==> src/rtl/lc3b_fetch_unit_if.sv <==
// Fetch unit bus: instruction memory read/resp port, redirect input and
// the valid/ready instruction handshake toward the IR stage.
interface lc3b_fetch_unit_if;
  logic        mem_read;
  logic [15:0] mem_address;
  logic [15:0] mem_rdata;
  logic        mem_resp;
  logic        redirect;
  logic [15:0] redirect_pc;
  logic        inst_valid;
  logic        inst_ready;
  logic [15:0] inst;
  logic [15:0] inst_pc;
  logic [15:0] inst_pc_plus2;

  modport master (
    output mem_read,
    output mem_address,
    input  mem_rdata,
    input  mem_resp,
    input  redirect,
    input  redirect_pc,
    output inst_valid,
    input  inst_ready,
    output inst,
    output inst_pc,
    output inst_pc_plus2
  );

  modport slave (
    input  mem_read,
    input  mem_address,
    output mem_rdata,
    output mem_resp,
    output redirect,
    output redirect_pc,
    input  inst_valid,
    output inst_ready,
    input  inst,
    input  inst_pc,
    input  inst_pc_plus2
  );
endinterface

==> src/rtl/lc3b_fetch_unit.sv <==
// LC-3b fetch stage: owns fetch PC, prefetch queue and redirect squash.
// Optional FETCH_PERF_EN adds stall/flush counters.
module lc3b_fetch_unit #(
  parameter int unsigned DEPTH    = 2,
  parameter logic [15:0] RESET_PC = 16'h0000
) (
  input  logic clk,
  input  logic reset_n,
  lc3b_fetch_unit_if.master bus
`ifdef FETCH_PERF_EN
  ,
  output logic [31:0] fetch_stall_count,
  output logic [15:0] flush_count
`endif
);

  localparam int unsigned PW = (DEPTH > 1) ? $clog2(DEPTH) : 1;
  localparam int unsigned CW = $clog2(DEPTH + 1);

  typedef enum logic [1:0] {
    IDLE  = 2'd0,
    FETCH = 2'd1,
    DRAIN = 2'd2
  } state_t;

  state_t        state;
  state_t        state_nxt;
  logic [15:0]   fetch_pc;
  logic [15:0]   req_addr;
  logic [15:0]   target;
  logic [15:0]   pc_q   [DEPTH];
  logic [15:0]   word_q [DEPTH];
  logic [PW-1:0] rd_ptr;
  logic [PW-1:0] wr_ptr;
  logic [CW-1:0] count;
  logic          push;
  logic          pop;
  logic          issue;

  function automatic logic [PW-1:0] ptr_inc(input logic [PW-1:0] p);
    if (p == PW'(DEPTH - 1))
      ptr_inc = '0;
    else
      ptr_inc = p + PW'(1);
  endfunction

  assign target = bus.redirect_pc & 16'hFFFE;
  // Redirect wins over both queue ports in the same cycle.
  assign push  = (state == FETCH) && bus.mem_resp && !bus.redirect;
  assign pop   = bus.inst_valid && bus.inst_ready && !bus.redirect;
  assign issue = (state == IDLE) && (count < CW'(DEPTH)) && !bus.redirect;

  always_ff @(posedge clk) begin
    if (!reset_n)
      state <= IDLE;
    else
      state <= state_nxt;
  end

  always_comb begin
    state_nxt = state;
    unique case (state)
      IDLE: begin
        if (issue)
          state_nxt = FETCH;
      end
      FETCH: begin
        if (bus.mem_resp)
          state_nxt = IDLE;
        else if (bus.redirect)
          state_nxt = DRAIN;
      end
      DRAIN: begin
        if (bus.mem_resp)
          state_nxt = IDLE;
      end
      default: state_nxt = IDLE;
    endcase
  end

  always_comb begin
    bus.mem_read      = (state != IDLE);
    bus.mem_address   = req_addr;
    bus.inst_valid    = (count != '0);
    bus.inst          = word_q[rd_ptr];
    bus.inst_pc       = pc_q[rd_ptr];
    bus.inst_pc_plus2 = pc_q[rd_ptr] + 16'd2;
  end

  always_ff @(posedge clk) begin
    if (!reset_n) begin
      fetch_pc <= {RESET_PC[15:1], 1'b0};
      req_addr <= {RESET_PC[15:1], 1'b0};
      rd_ptr   <= '0;
      wr_ptr   <= '0;
      count    <= '0;
    end else begin
      if (issue)
        req_addr <= fetch_pc;
      if (bus.redirect) begin
        fetch_pc <= target;
        rd_ptr   <= '0;
        wr_ptr   <= '0;
        count    <= '0;
      end else begin
        if (push) begin
          fetch_pc <= fetch_pc + 16'd2;
          wr_ptr   <= ptr_inc(wr_ptr);
        end
        if (pop)
          rd_ptr <= ptr_inc(rd_ptr);
        if (push && !pop)
          count <= count + CW'(1);
        else if (pop && !push)
          count <= count - CW'(1);
      end
    end
  end

  always_ff @(posedge clk) begin
    if (push) begin
      pc_q[wr_ptr]   <= req_addr;
      word_q[wr_ptr] <= bus.mem_rdata;
    end
  end

`ifdef FETCH_PERF_EN
  always_ff @(posedge clk) begin
    if (!reset_n) begin
      fetch_stall_count <= '0;
      flush_count       <= '0;
    end else begin
      if (bus.inst_ready && !bus.inst_valid &&
          fetch_stall_count != '1)
        fetch_stall_count <= fetch_stall_count + 32'd1;
      // A DRAIN read is already doomed, so only a live FETCH counts.
      if (bus.redirect && (count != '0 || state == FETCH) &&
          flush_count != '1)
        flush_count <= flush_count + 16'd1;
    end
  end
`endif

endmodule

==> src/flat_wrapper.sv <==
// flat-port wrapper written by rule: the top's interface ports become plain ports
module lc3b_fetch_unit_flat 
#(
  parameter int unsigned DEPTH    = 2,
  parameter logic [15:0] RESET_PC = 16'h0000
)
  (clk, reset_n, bus_mem_read, bus_mem_address, bus_mem_rdata, bus_mem_resp, bus_redirect, bus_redirect_pc, bus_inst_valid, bus_inst_ready, bus_inst, bus_inst_pc, bus_inst_pc_plus2);
  lc3b_fetch_unit_if bus_i ();
  input  logic clk;
  input  logic reset_n;
  output wire logic [$bits(bus_i.mem_read)-1:0] bus_mem_read;
  output wire logic [$bits(bus_i.mem_address)-1:0] bus_mem_address;
  input wire logic [$bits(bus_i.mem_rdata)-1:0] bus_mem_rdata;
  input wire logic [$bits(bus_i.mem_resp)-1:0] bus_mem_resp;
  input wire logic [$bits(bus_i.redirect)-1:0] bus_redirect;
  input wire logic [$bits(bus_i.redirect_pc)-1:0] bus_redirect_pc;
  output wire logic [$bits(bus_i.inst_valid)-1:0] bus_inst_valid;
  input wire logic [$bits(bus_i.inst_ready)-1:0] bus_inst_ready;
  output wire logic [$bits(bus_i.inst)-1:0] bus_inst;
  output wire logic [$bits(bus_i.inst_pc)-1:0] bus_inst_pc;
  output wire logic [$bits(bus_i.inst_pc_plus2)-1:0] bus_inst_pc_plus2;
  assign bus_mem_read = bus_i.mem_read;
  assign bus_mem_address = bus_i.mem_address;
  assign bus_i.mem_rdata = bus_mem_rdata;
  assign bus_i.mem_resp = bus_mem_resp;
  assign bus_i.redirect = bus_redirect;
  assign bus_i.redirect_pc = bus_redirect_pc;
  assign bus_inst_valid = bus_i.inst_valid;
  assign bus_i.inst_ready = bus_inst_ready;
  assign bus_inst = bus_i.inst;
  assign bus_inst_pc = bus_i.inst_pc;
  assign bus_inst_pc_plus2 = bus_i.inst_pc_plus2;
  lc3b_fetch_unit #(.DEPTH(DEPTH), .RESET_PC(RESET_PC)) u_core (.clk(clk), .reset_n(reset_n), .bus(bus_i));
endmodule
==> config.mk <==
export PLATFORM = sky130hd
export DESIGN_NAME = lc3b_fetch_unit_flat
export DESIGN_NICKNAME = d
export VERILOG_FILES = /design/src/rtl/lc3b_fetch_unit_if.sv /design/src/rtl/lc3b_fetch_unit.sv /design/src/flat_wrapper.sv
export SDC_FILE = /design/constraint.sdc
export NUM_CORES = 1
export LEC_CHECK = 0
export CORE_MARGIN = 2
export CORE_UTILIZATION = 49
export CTS_CLUSTER_DIAMETER = 60
export CTS_CLUSTER_SIZE = 24
export DETAILED_ROUTE_END_ITERATION = 6
export MAX_ROUTING_LAYER = met4
export PLACE_DENSITY = 0.83
export SETUP_SLACK_MARGIN = 0.1
export SKIP_LAST_GASP = 1
export SLEW_MARGIN = 30
export SYNTH_ARGS = -nofsm -noshare
export SYNTH_HDL_FRONTEND = slang
export SYNTH_SLANG_ARGS = --single-unit
==> constraint.sdc <==
create_clock -name clk -period 4.3 [get_ports clk]
set_input_delay 0.86 -clock clk [delete_from_list [all_inputs] [get_ports clk]]
set_output_delay 0.86 -clock clk [all_outputs]
set_load 0.05 [all_outputs]
==> metrics.cfg, run 1 <==
[status]
status=completed

[critical_path]
timing.rr.start=u_core.state[0]$_SDFFE_PN0P_
worstRegToRegCells=4
r2r_end=u_core.fetch_pc[12]$_SDFFE_PN0P_
crit_chain=mux2_2 > ha_1 > nand4b_1 > a21oi_1 > buf_4 > nor2_2 > clkdlybuf4s50_1
arrival_ns=3.02
critPathCaptureType=primary output
slowest_stage=clkdlybuf4s50_1
crit_path_start_kind=register
worstSetupPathType=register to primary output
ff2ff_setup_slack_ns=2.48
worstPathMaxFanout=27
cpPeakStageDelay_ns=0.82
worstPathRequired_ns=3.44

[sta]
worst_slew_pin_slew_ns=0.796
skew_ns=0.00893
min_period_ns=3.88
rsz0062_at_grt=false
tns_ns=0
slew_headroom=0.466
period_share=0.903
hold_violations=0
finalSetupViolCount=0
slew_viol_final=0
fmax_ghz=0.258

[finish]
syn_to_final_growth_pct=32.6
finalNonFillerCells=555
drive_gt1_frac=0.153
antenna_cells=0
layout.nets=486

[floorplan]
coreArea_um2=8300
rows=33
initial_utilization=0.511
ioPinCount=103
die_h_um=97.0
dieWidth_um=97.0
die_area_um2=9420

[synthesis]
synth_cells=347
syn_area_um2=4240
synth_async_sr_flop_share=0
synth_cell_type_count=43
ys_ff_latch=99
synth_area_leaders=edfxtp_1, dfxtp_1, mux2_2
synthDominantCellAreaShare=0.439
avgSynthCellArea_um2=12.2
synth_top_area_cell=edfxtp_1
synthFlopType=edfxtp_1
synth_edf_count=62
ys_seq_area_frac=0.614
ys.warnings.count=0

[placed_design]
gp_congestion=0.798
placed_cells=540
dp_hpwl_um=6380
portBuffers=98

[detailed_routing]
finalWirelength_um=8820
drt-vias-per-instance=5.38
dr_wl_met3_um=425
wl_met1_um=3850
dr.pass1.iters=5
ant_nets=0
avgRoutedWirePerCell_um=15.9
drc=0
top_layer_used=met4
drt_iter0_drc=156
met2_length_um=4440
vias=2986

[grt]
grt_pass1_wl_um=14800
grt_max_degree=33
antenna_found_initial=0
grt_pass1_vias=3089
track_usage=0.202
overflow=0

[power]
p_leak_nw=1.93
p_per_area_nw_per_um2=341
vdd_ir_drop_max_v=0.000193

[clocking]
htreeDepth=3
cts_buffers=9
clk_path_buf_depth=2
post_cts_buffers=0
hold_buffers=0
clk_pin_slew_ns=0.09
root_buffer=clkbuf_8
cts_tree=built
cts_resized=0
cts.sinks=99
insertion_delay_ns=0.36

[worst_hold_path]
whs_path_depth=0
hold_end=u_core.pc_q[1][14]$_DFFE_PP_
worstHoldStart=u_core.bus.mem_address[14]$_SDFFE_PN0P_
hp-class=register to register

[run]
max_cap_viol_count=0

[critical path: cells and delay by family (launching register included)]
kind,cells,cell delay (ns)
multiplexers,1,0.41
AO/OA/AOI/OAI,1,0.08
buffers and inverters,2,0.99
AND/OR/NAND/NOR,2,0.23
adder cells (fa/ha/maj),1,0.23
flip-flops,1,0.71
[cells in the mapped netlist, drive strengths merged, types with 2 or more instances]
cell	count
a21boi	16
a21oi	12
a31oi	4
buf	9
clkbuf	9
dfxtp	37
edfxtp	62
ha	3
inv	11
mux2	27
mux2i	6
nand2	48
nand3	9
nand3b	3
nand4	7
nand4b	4
nor2	9
nor3	6
nor4	5
o211a	3
o21ai	14
or2	2
or3	3
xnor2	18
xor2	8
[sequential cells by signal, indices dropped and copies added, names as in the netlist, named ones only]
signal and cells:
u_core.word_q 32, u_core.wr_ptr 1, u_core.rd_ptr 1, u_core.fetch_pc 15, u_core.count 2, u_core.pc_q 30, u_core.state 2, u_core.bus.mem_address 15
[how the worst max path moves through the flow]
| stage | from | to | slack, ns | depth (start not counted) |
|---|---|---|---|---|
| 2_1_floorplan | register | bus_inst_pc_plus2[11] | 0.14 | 10 |
| 3_3_place_gp | register | bus_inst_pc_plus2[5] | 0.86 | 7 |
| 3_5_place_dp | register | bus_inst_pc_plus2[5] | 0.82 | 7 |
| 6_report | register | bus_inst_pc_plus2[5] | 0.42 | 7 |
| 5_1_grt | register | bus_inst_pc_plus2[8] | 0.21 | 5 |
| 4_1_cts | register | bus_inst_pc_plus2[5] | 0.43 | 7 |
[metal layers]
metal | up-vias | GRT usage
met4 | 0 | 0.0596
met1 | 1434 | 0.242
met5 | - | -
li1 | 1446 | -
met2 | 94 | 0.345
met3 | 12 | 0.0434
[placed cells by master (no fill, tap or decap), drive strengths merged, types with 8 or more instances in the layout]
cell	instances
a21boi	16
edfxtp	62
mux2	27
o21ai	14
a21oi	12
clkbuf	10
nor2	9
nand3	9
inv	12
xnor2	18
xor2	8
dfxtp	37
buf	11
clkdlybuf4s50	93
nand2	48
[layout make-up]
type | instances | area [um^2]
Clock inverter | 5 | 76.3
Multi-Input combinational cell | 221 | 1600
Sequential cell | 99 | 2600
Tap cell | 105 | 131
Clock buffer | 10 | 138
Timing Repair Buffer | 104 | 1040
Fill cell | 628 | 2670
Inverter | 11 | 41.3
[metrics by stage]
step	total power, W	worst slack [ns]	utilization	hold slack (ns)	area, um^2
after global routing	0.00199	0.211	0.678	0.520	5630
final	0.00192	0.419	0.678	0.495	5630
after floorplan	0.00121	0.136	-	0.441	4320
after global placement	0.00129	0.863	0.652	0.448	5410
after detailed placement	0.00130	0.823	0.652	0.481	5410
after CTS	0.00193	0.427	0.678	0.497	5630
[cells by family after synthesis]
logic type | share of synthesized area
and+or+nand+nor | 0.125
DFF | 0.614
AOI/OAI and AO/OA | 0.0820
muxes | 0.0858
buffers and inverters | 0.0304
xor gates and xnor gates | 0.0537
adders and majority gates | 0.00885
other | 0.000884
[power by group]
group / switching [W] / internal (W)
Clock: 0.000302 / 0.000339
Sequential: 0.0000252 / 0.00103
Combinational: 0.000132 / 0.0000916
(Power assumes the default switching activity.)
==> run 2: changes to the inputs <==
--- a/config.mk
+++ b/config.mk
@@ -5,7 +5,7 @@
 export SDC_FILE = /design/constraint.sdc
 export NUM_CORES = 1
 export LEC_CHECK = 0
-export CORE_MARGIN = 2
+export CORE_MARGIN = 4
 export CORE_UTILIZATION = 49
 export CTS_CLUSTER_DIAMETER = 60
 export CTS_CLUSTER_SIZE = 24
==> metrics.cfg, run 2 (synthesis results as in run 1) <==
[status]
status=completed

[detailed_routing]
drc=0  ; unchanged
vias=2952  ; -1.1%
avgRoutedWirePerCell_um=15.4  ; -3.1%
ant_nets=0  ; unchanged
drt-vias-per-instance=5.31  ; -1.3%
dr.pass1.iters=6  ; +1
drt_iter0_drc=90  ; -42%
finalWirelength_um=8560  ; -3.0%

[critical_path]
crit_chain=nand4_1 > a22oi_1 > nand3_1 > xnor2_1 > clkdlybuf4s50_1
worstPathMaxFanout=28  ; +3.7%
arrival_ns=3.04  ; +0.02 ns
critPathCaptureType=primary output
cpPeakStageDelay_ns=0.82  ; about the same
slowest_stage=clkdlybuf4s50_1
worstSetupPathType=register to primary output
crit_path_start_kind=register
worstPathRequired_ns=3.44  ; about the same
timing.rr.start=u_core.state[0]$_SDFFE_PN0P_

[floorplan]
die_area_um2=10200  ; +8.4%
rows=33  ; unchanged
dieWidth_um=101  ; +4.1%
die_h_um=101  ; +4.1%
ioPinCount=103  ; unchanged
coreArea_um2=8300  ; unchanged
initial_utilization=0.511  ; unchanged

[finish]
finalNonFillerCells=556  ; +0.18%
layout.nets=486  ; unchanged
final_common_cell=clkdlybuf4s50_1
drive_gt1_frac=0.155  ; +0.00188
regArea_um2=2600  ; unchanged
final_util=0.678  ; about the same
top_register=u_core.word_q
reg_top3=u_core.word_q (32), u_core.pc_q (30)
fillers=624  ; -0.64%
layout_common_cells=clkdlybuf4s50_1, edfxtp_1, nand2_1, dfxtp_1, mux2_2
syn_to_final_growth_pct=32.7  ; about the same
largest_register_ff_count=32  ; unchanged
antenna_cells=0  ; unchanged
multi_input_area_um2=1600  ; unchanged

[power]
p_per_area_nw_per_um2=339  ; -0.77%
p_leak_nw=1.92  ; -0.19%
vdd_ir_drop_max_v=0.000207  ; +7.2%
p_total_w=0.00191  ; -0.70%

[grt]
grt_pass1_wl_um=13800  ; -6.8%
overflow=0  ; unchanged
track_usage=0.177  ; -0.0253
grt_pass1_vias=2979  ; -3.6%
antenna_found_initial=0  ; unchanged
grt_max_degree=33  ; unchanged

[sta]
worst_slew_pin_slew_ns=0.788  ; -0.00781 ns
skew_ns=0.00632  ; -0.00261 ns
slew_headroom=0.471  ; +0.00523
tns_ns=0  ; unchanged
min_period_ns=3.90  ; +0.0175 ns
finalSetupViolCount=0  ; unchanged
hold_violations=0  ; unchanged
fmax_ghz=0.257  ; -0.45%
slew_viol_final=0  ; unchanged
hold_slack_ns=0.479  ; -0.0155 ns
rsz0062_at_grt=false
period_share=0.907  ; +0.00408

[placed_design]
placed_cells=540  ; unchanged
dp_hpwl_um=6330  ; -0.74%
portBuffers=98  ; unchanged
gp_congestion=0.776  ; -2.8%

[clocking]
htreeDepth=3  ; unchanged
cts.sinks=99  ; unchanged
insertion_delay_ns=0.36  ; about the same
clk_path_buf_depth=2  ; unchanged
clk_pin_slew_ns=0.09  ; about the same
root_buffer=clkbuf_8
cts_tree=built
post_cts_buffers=0  ; unchanged
cts_buffers=9  ; unchanged
cts_resized=0  ; unchanged
hold_buffers=0  ; unchanged

[worst_hold_path]
worstHoldStart=u_core.fetch_pc[15]$_SDFFE_PN0P_
hp-class=register to register

[run]
max_cap_viol_count=0  ; unchanged

==> run 2: changes by cell type in the layout (fill, tap and decap cells not counted) <==
cell	change
inv_6	+3
inv_4	-1
bufinv_16	-1
clkinv_2	-1
clkbuf_8	-1
clkinvlp_4	+1
clkbuf_16	+1
==> run 2: stage by stage <==
stage                     setup WS (ns)  instance area, um^2
after detailed placement          0.781                 5410
final                             0.401                 5630
after floorplan                   0.136                 4320
after global placement            0.838                 5410
after CTS                         0.369                 5630
after global routing              0.166                 5630
==> run 2: worst paths after layout <==
kind	endpoint	slack (ns)	cells after the start
max	bus_inst_pc_plus2[14]	0.40	5
min	u_core.bus.mem_address[15]$_SDFFE_PN0P_	0.48	2
max reg2reg	u_core.fetch_pc[12]$_SDFFE_PN0P_	2.49	4
min reg2reg	u_core.bus.mem_address[15]$_SDFFE_PN0P_	0.48	2
==> run 2: power by group <==
part           switching, W  internal (W)  total, W
combinational      0.000131     0.0000915  0.000222
clock              0.000320      0.000309  0.000629
sequential        0.0000242       0.00103   0.00105
==> run 2: critical path: cells and delay by family (launching register included) <==
kind | cells | cell delay, ns
buffers and inverters | 1 | 0.82
DFF | 1 | 0.73
and+or+nand+nor | 2 | 0.41
xor gates and xnor gates | 1 | 0.18
AOI/OAI and AO/OA | 1 | 0.54
==> run 2: per-layer routing <==
metal	part of all wire	wire length, um	vias up	global-route usage
met3	0.064	545	13	0.0401
met5	0	0	-	-
met4	0.017	146	0	0.0593
met2	0.49	4240	107	0.297
li1	-	-	1444	-
met1	0.42	3630	1388	0.209
==> run 2: cell type report <==
class                      instances  share of cell area
inverter                          11             0.00733
clock buffer                      10              0.0265
multi-input combinational        221               0.284
sequential                        99               0.463
clock inverter                     6              0.0122
timing repair buffer             104               0.184
tap                              105              0.0233
==> run 3: changes to the inputs <==
--- a/config.mk
+++ b/config.mk
@@ -5,14 +5,15 @@
 export SDC_FILE = /design/constraint.sdc
 export NUM_CORES = 1
 export LEC_CHECK = 0
+export ABC_AREA = 1
 export CORE_MARGIN = 4
-export CORE_UTILIZATION = 49
+export CORE_UTILIZATION = 50
 export CTS_CLUSTER_DIAMETER = 60
 export CTS_CLUSTER_SIZE = 24
 export DETAILED_ROUTE_END_ITERATION = 6
 export MAX_ROUTING_LAYER = met4
-export PLACE_DENSITY = 0.83
-export SETUP_SLACK_MARGIN = 0.1
+export PLACE_DENSITY = 0.84
+export SETUP_SLACK_MARGIN = 0.05
 export SKIP_LAST_GASP = 1
 export SLEW_MARGIN = 30
 export SYNTH_ARGS = -nofsm -noshare
==> metrics.cfg, run 3 <==
[placed_design]
portBuffers=98  ; unchanged
dp_slack_ns=0.708  ; -0.0721 ns
dp_hpwl_um=7140  ; +13%
placed_cell_area_um2=5540  ; +2.3%
placed_cells=640  ; +19%
gp_congestion=0.892  ; +15%

[detailed_routing]
finalWirelength_um=9600  ; +12%
top_layer_used=met4
drt_iter0_drc=160  ; +78%
met2_length_um=4860  ; +15%
avgRoutedWirePerCell_um=14.6  ; -5.0%
wl_met1_um=4000  ; +10%
drc=0  ; unchanged
dr.pass1.iters=5  ; -1
vias=3313  ; +12%
ant_nets=0  ; unchanged
dr_wl_met3_um=598  ; +9.7%
drt-vias-per-instance=5.05  ; -4.9%

[synthesis]
synth_area_leaders=edfxtp_1, dfxtp_1, nand2_1
synthDominantCellAreaShare=0.416  ; -0.0234
synthFlopType=edfxtp_1
synth_cell_type_count=35  ; -19%
ys_seq_area_frac=0.581  ; -0.0327
syn_area_um2=4480  ; +5.6%
synth_cells=442  ; +27%
synth_common_cells=nand2_1, edfxtp_1, inv_1
synth_top_area_cell=edfxtp_1
synth_edf_count=62  ; unchanged
ys_ff_latch=99  ; unchanged
synth_async_sr_flop_share=0  ; unchanged
avgSynthCellArea_um2=10.1  ; -17%
ys.warnings.count=0  ; unchanged
synthMostInstantiatedCell=nand2_1

[sta]
rsz0062_at_grt=false
finalSetupViolCount=0  ; unchanged
slew_headroom=0.573  ; +0.101
min_period_ns=3.96  ; +0.0649 ns
hold_violations=0  ; unchanged
worst_slew_pin_slew_ns=0.639  ; -0.149 ns
tns_ns=0  ; unchanged
fmax_ghz=0.252  ; -1.6%
worst_slack_ns=0.337  ; -0.0649 ns
period_share=0.922  ; +0.0151
slew_viol_final=0  ; unchanged
skew_ns=0.0159  ; +0.00954 ns

[finish]
antenna_cells=0  ; unchanged
final_common_cell=clkdlybuf4s50_1
largest_register_ff_count=32  ; unchanged
layout.nets=583  ; +20%
layout_common_cells=clkdlybuf4s50_1, nand2_1, edfxtp_1, inv_1, nor2_1
drive_gt1_frac=0.130  ; -0.0256
syn_to_final_growth_pct=28.0
reg_top3=u_core.word_q (32), u_core.pc_q (30)
finalNonFillerCells=656  ; +18%
top_register=u_core.word_q
fin_area_um2=5740  ; +1.9%

[floorplan]
die_h_um=103  ; +1.6%
rows=34  ; +3.0%
dieWidth_um=103  ; +1.6%
coreArea_um2=8720  ; +5.1%
initial_utilization=0.514  ; +0.00269
ioPinCount=103  ; unchanged
die_area_um2=10500  ; +3.2%

[clocking]
htreeDepth=3  ; unchanged
root_buffer=clkbuf_8
clk_pin_slew_ns=0.10  ; about the same
clk_path_buf_depth=2  ; unchanged
post_cts_buffers=0  ; unchanged
cts_tree=built
cts.sinks=99  ; unchanged
hold_buffers=0  ; unchanged
cts_resized=0  ; unchanged
insertion_delay_ns=0.38  ; +0.02 ns
cts_buffers=9  ; unchanged

[critical_path]
critPathCaptureType=primary output
worstPathRequired_ns=3.44  ; about the same
worstSetupPathType=register to primary output
ff2ff_setup_slack_ns=2.18  ; -0.31 ns
arrival_ns=3.10  ; +0.06 ns
crit_path_start_kind=register
worstPathMaxFanout=21  ; -25%

[power]
p_sw_frac=0.291  ; +0.0420
clkPwrFrac=0.303  ; -0.027
p_seq_frac=0.552  ; about the same
combinationalPowerShare=0.146  ; +0.029
p_total_w=0.00193  ; +1.4%
vdd_ir_drop_max_v=0.000211  ; +2.0%
p_per_area_nw_per_um2=337  ; -0.47%
power.internal_w=0.00137  ; -4.2%
p_leak_nw=2.10  ; +9.0%
power_switching_w=0.000563  ; +19%

[grt]
grt_max_degree=32  ; -3.0%
antenna_found_initial=0  ; unchanged
grt_pass1_vias=3221  ; +8.1%
overflow=0  ; unchanged
grt_pass1_wl_um=15300  ; +11%
track_usage=0.194  ; +0.0177

[run]
max_cap_viol_count=0  ; unchanged

[worst_hold_path]
hp-class=register to register

[status]
status=completed

==> run 3: changes by cell type in the layout (fill, tap and decap cells not counted), moves of 13 or more <==
cell     before  now
a21oi_1      12   28
xnor2_1      14    1
nor2_1        8   43
nand2_1      48   70
o21ai_0      14   33
inv_1        11   49
==> run 3: logic make-up (layout without fill, tap and decap cells) <==
kind of cell,Yosys count,after routing,synth area share
compound gates,79,79,0.108
xor+xnor,16,16,0.0313
fa+ha+maj,3,3,0.00838
buf+inv,65,169,0.0665
flops,99,99,0.581
mux,16,16,0.0402
other cells,1,3,0.000837
simple gates,163,163,0.164
==> run 3: final timing paths <==
path	endpoint	cells after the start	start
max	bus_inst_pc_plus2[15]	10	register
min reg2reg	u_core.count[0]$_SDFFE_PP0P_	1	u_core.count[0]$_SDFFE_PP0P_
min	u_core.count[0]$_SDFFE_PP0P_	1	u_core.count[0]$_SDFFE_PP0P_
max reg2reg	u_core.pc_q[0][12]$_DFFE_PP_	6	u_core.state[1]$_SDFFE_PN0P_
==> run 3: worst max-delay path, stage by stage (launching register included) <==
cell,delay [ns]
dfxtp_2,0.67
buf_4,0.33
nand2_1,0.08
o21ai_1,0.19
inv_1,0.10
nor2_1,0.14
nand3_1,0.08
nor2_1,0.16
nand3_1,0.10
nand2_1,0.08
clkdlybuf4s50_1,0.79
==> run 3: layout make-up <==
class / count / area, um^2
Sequential cell: 99 / 2600
Tap cell: 108 / 135
Timing Repair Buffer: 103 / 1020
Inverter: 50 / 188
Clock inverter: 7 / 75.1
Fill cell: 693 / 2980
Clock buffer: 9 / 124
Multi-Input combinational cell: 280 / 1590
==> run 3: metrics by stage <==
stage | util | hold slack (ns)
after detailed placement | 0.635 | 0.462
after floorplan | - | 0.422
after global placement | 0.635 | 0.433
final | 0.658 | 0.465
after global routing | 0.658 | 0.501
after CTS | 0.658 | 0.474
==> run 3: metal layers <==
| metal | up-vias | global-route usage |
|---|---|---|
| met1 | 1528 | 0.229 |
| met3 | 10 | 0.0271 |
| met2 | 91 | 0.334 |
| li1 | 1684 | - |
| met4 | 0 | 0.0797 |
| met5 | - | - |
==> run 3: power groups by stage <==
stage,registers [W],clock network (W),logic (W)
CTS,0.00107,0.000593,0.000283
global placement,0.00109,0,0.000275
global route,0.00107,0.000645,0.000301
detailed placement,0.00109,0,0.000282
finish,0.00107,0.000585,0.000282
floorplan,0.00112,0,0.000138
